`src/rtl/uart_rx.sv`:
```
// uart_rx: 8-N-1 UART receiver with 2-flop input sync and mid-bit sampling.
// Define UART_RX_PARITY_EN to add an even-parity bit between data and stop.
module uart_rx #(
    parameter int OVERSAMPLE = 16
) (
    input  logic       clk,
    input  logic       rst,
    input  logic       rx_en,
    input  logic       rx,
    output logic [7:0] data_out,
    output logic       data_valid,
    output logic       frame_err,
    output logic       parity_err,
    output logic       busy
);

    localparam int CW = $clog2(OVERSAMPLE);
    localparam logic [CW-1:0] TICK_MID = CW'(OVERSAMPLE / 2 - 1);
    localparam logic [CW-1:0] TICK_END = CW'(OVERSAMPLE - 1);

    typedef enum logic [2:0] {
        S_IDLE,
        S_START,
        S_DATA,
`ifdef UART_RX_PARITY_EN
        S_PARITY,
`endif
        S_STOP
    } state_t;

    state_t        r_state;
    logic [1:0]    r_sync;
    logic [CW-1:0] r_tick;
    logic [2:0]    r_bit;
    logic [7:0]    r_shift;
    logic [7:0]    r_data;
    logic          r_valid;
    logic          r_ferr;
    logic          w_rx_s;
    logic          w_tick_end;
    logic          w_par_bad;

`ifdef UART_RX_PARITY_EN
    logic r_par;
    logic r_perr;

    assign w_par_bad  = ^{r_shift, r_par};
    assign parity_err = r_perr;
`else
    assign w_par_bad  = 1'b0;
    assign parity_err = 1'b0;
`endif

    // Line idles high, so the synchronizer resets to 1 to avoid a false start
    always_ff @(posedge clk) begin
        if (rst) r_sync <= 2'b11;
        else     r_sync <= {r_sync[0], rx};
    end

    assign w_rx_s     = r_sync[1];
    assign w_tick_end = (r_tick == TICK_END);

    always_ff @(posedge clk) begin
        if (rst) begin
            r_state <= S_IDLE;
            r_tick  <= '0;
            r_bit   <= '0;
            r_shift <= '0;
            r_data  <= '0;
            r_valid <= 1'b0;
            r_ferr  <= 1'b0;
`ifdef UART_RX_PARITY_EN
            r_par   <= 1'b0;
            r_perr  <= 1'b0;
`endif
        end else begin
            r_valid <= 1'b0;
            r_ferr  <= 1'b0;
`ifdef UART_RX_PARITY_EN
            r_perr  <= 1'b0;
`endif
            if (rx_en) begin
                unique case (r_state)
                    S_IDLE: begin
                        if (!w_rx_s) begin
                            r_state <= S_START;
                            r_tick  <= '0;
                        end
                    end
                    S_START: begin
                        if (r_tick == TICK_MID) begin
                            r_tick <= '0;
                            if (!w_rx_s) begin
                                r_state <= S_DATA;
                                r_bit   <= '0;
                            end else begin
                                r_state <= S_IDLE;
                            end
                        end else begin
                            r_tick <= r_tick + 1'b1;
                        end
                    end
                    S_DATA: begin
                        if (w_tick_end) begin
                            r_shift[r_bit] <= w_rx_s;
                            r_tick         <= '0;
                            r_bit          <= r_bit + 1'b1;
                            if (r_bit == 3'd7) begin
`ifdef UART_RX_PARITY_EN
                                r_state <= S_PARITY;
`else
                                r_state <= S_STOP;
`endif
                            end
                        end else begin
                            r_tick <= r_tick + 1'b1;
                        end
                    end
`ifdef UART_RX_PARITY_EN
                    S_PARITY: begin
                        if (w_tick_end) begin
                            r_par   <= w_rx_s;
                            r_tick  <= '0;
                            r_state <= S_STOP;
                        end else begin
                            r_tick <= r_tick + 1'b1;
                        end
                    end
`endif
                    S_STOP: begin
                        // Leave at mid-stop so a back-to-back start edge is seen
                        if (w_tick_end) begin
                            r_tick  <= '0;
                            r_state <= S_IDLE;
                            if (w_rx_s && !w_par_bad) begin
                                r_data  <= r_shift;
                                r_valid <= 1'b1;
                            end
                            if (!w_rx_s) r_ferr <= 1'b1;
`ifdef UART_RX_PARITY_EN
                            if (w_par_bad) r_perr <= 1'b1;
`endif
                        end else begin
                            r_tick <= r_tick + 1'b1;
                        end
                    end
                    default: r_state <= S_IDLE;
                endcase
            end
        end
    end

    assign data_out   = r_data;
    assign data_valid = r_valid;
    assign frame_err  = r_ferr;
    assign busy       = (r_state != S_IDLE);

endmodule

```
`config.mk`:
```
export PLATFORM = sky130hd
export DESIGN_NAME = uart_rx
export DESIGN_NICKNAME = d
export VERILOG_FILES = /design/src/rtl/uart_rx.sv
export SDC_FILE = /design/constraint.sdc
export NUM_CORES = 1
export LEC_CHECK = 0
export BUFFER_PORTS_ARGS = -buffer_cell sky130_fd_sc_hd__clkbuf_2
export CORE_MARGIN = 8
export CORE_UTILIZATION = 37
export CTS_CLUSTER_DIAMETER = 120
export DETAILED_ROUTE_END_ITERATION = 8
export SYNTH_ARGS = -nofsm -noshare
export SYNTH_HDL_FRONTEND = slang
export SYNTH_SLANG_ARGS = --single-unit
```
`constraint.sdc`:
```
create_clock -name clk -period 3.9 [get_ports clk]
set_input_delay 0.585 -clock clk [delete_from_list [all_inputs] [get_ports clk]]
set_output_delay 0.585 -clock clk [all_outputs]
set_load 0.1 [all_outputs]
```
==> out/metrics.csv <==
metric,value,unit
status,"complete, no violations",
met2 global-route usage,12.66,%
Vias,973,
CP startpoint kind,register,
Die Span X,75.33,um
diode count,0,
Synth async-reset ratio,0,%
RSZ-0062 raised after global routing,false,
fin. max-slew vios,0,
I/O pins,16,
layer with the highest usage,met2,
htree depth,2,
gr ovfl total,0,
final hold viol count,0,
Hold Path Class,reg2reg,
CTS buffer count,5,
Setup WS post-layout,1728,ps
Worst VDD drop,0.1309,mV
final core utilization,42.56,%
register area,580.6,um^2
WP data arrival,1590,ps
Power Dens Cells,346.8,nW/um^2
area grow syn2layout,9.894,%
CP Max Fanout,10,
Syn Area/Cell,9.507,um^2
Slew HR,62.54,%
IO buf count,14,
crit end category,output port,
critical path class,reg2out,
setup_tns,0,ps
Pwr Total,0.4964,mW
largest net degree at the start of global routing,31,
met1 Usage GRT,11.22,%
Tot GR Track Use,9.148,%
Multi-input gate area,656.9,um^2
DP HPWL,1.615,mm
DRC,0,
skew final,10.05,ps
cell taking the most area after synthesis,dfxtp_1,
antenna violations before repair,0,
clock period minus final worst setup slack,2172,ps
fmax,460.4,MHz
Vias/cell,4.964,
sequential element share of the synthesized area,44.57,%
Lkg Pwr,0.6590,nW
Synth Instances,137,
"Warnings, synthesis",0,
FILL cells,366,
"most common cell after layout, fill and taps aside",dfxtp_1,
share of the synthesized area in the top cell type,44.57,%
max-cap violations,0,
die area,5675,um^2
DP Worst Slack,1961,ps
Post-synth EDFFs,0,
WL final,2.286,mm
layout cells sized above 1,18.00,%
post-DR wirelength/cell,11.66,um
Starting Density,38.73,%
PostCTS Resize Cnt,0,
Yosys cell types,38,
post-CTS setup repair buffer count,0,
"Primary FF master, synth",dfxtp_1,
Core ar.,3363,um^2
Post-Syn Area,1302,um^2
Worst Hold Margin,415.3,ps
Slew @ Worst Pin,561.8,ps
WP data required,3310,ps
cts hold-fix bufs,0,
clk_lat worst skew,330,ps
most frequent cells in the layout,"dfxtp_1, nor2_1, mux2i_1",
vias in the first global route,884,
first-pass GRT wire length,3.912,mm
CTS root buf,clkbuf_4,
met3 Usage GRT,4.474,%
Final GP Congestion,0.7941,
first-iteration detailed-routing DRC count,42,
std cell rows,21,
Die Ht,75.33,um
CTS tree,yes,
Yosys reg bits,29,
Final Cycle Share,55.70,%
Max Buffers Root-to-Sink,2,
first drt pass iteration count,4,
Worst-path clk slew,90,ps
final net count,156,
clock sinks,29,
Synthesized Nets,144,
Synth area leaders,"dfxtp_1, mux2i_1, nor2_1",
endpoints failing setup,0,
Post-DRT Antenna Nets,0,
cell type report:
| type | instances | share of cell area [%] |
|---|---|---|
| clock buffers | 5 | 2.622 |
| flip-flops and latches | 29 | 40.56 |
| multi-input cells | 96 | 45.89 |
| well taps | 46 | 4.021 |
| inverters | 3 | 0.7867 |
| repair buffers | 14 | 4.895 |
| clock inverters | 3 | 1.224 |
critical path: stages (launching register included):
cell,delay [ps]
dfxtp_1,470
or2_1,280
clkbuf_2,510
stage by stage:
stage	area, um^2	std cells
detailed placement	1376	188
CTS	1431	196
floorplan	1303	137
finish	1431	196
global placement	1376	188
global route	1431	196
cell usage after synthesis, types with 3 or more instances:
cell / count
nor3_1: 3
nor2_1: 23
ha_1: 3
clkbuf_1: 5
inv_1: 3
mux2i_1: 18
dfxtp_1: 29
nand4b_1: 4
nand2_1: 4
nand4_1: 6
nand3_1: 5
routing by layer:
layer  routed length, um  part of all wire, %
met2                 934                   41
met4                  53                  2.3
met3                 148                  6.5
met5                   0                    0
met1                1149                   50
cell families (layout without fill, tap and decap cells):
kind of cell	after synthesis	in the layout	synth area share [%]
simple gates	61	61	25.55
flops	29	29	44.57
mux	18	18	13.83
compound gates	13	13	7.878
buf+inv	12	25	4.995
fa+ha+maj	3	3	2.882
other cells	1	1	0.2879
path summary, 6_finish.rpt:
kind	start	to	slack (ps)	depth (start not counted)
setup / recovery	r_state[0]	busy	1730	2
hold / removal	r_sync[0]	r_sync[1]	420	1
setup reg to reg	r_tick[0]	data_out[0]	2100	5
hold reg to reg	r_sync[0]	r_sync[1]	420	1
flip-flops by register name, indices dropped and copies added (netlist names):
register    cells
r_sync          2
r_bit           3
r_shift         8
frame_err       1
data_valid      1
r_tick          4
r_state         2
data_out        8
power breakdown:
group / leakage, nW / switching, mW / internal (mW)
combinational: 0.394 / 0.0171 / 0.00539
clock: 0.0310 / 0.106 / 0.0678
sequential: 0.234 / 0.00292 / 0.298
total: 0.659 / 0.126 / 0.371
(Power assumes the default switching activity.)
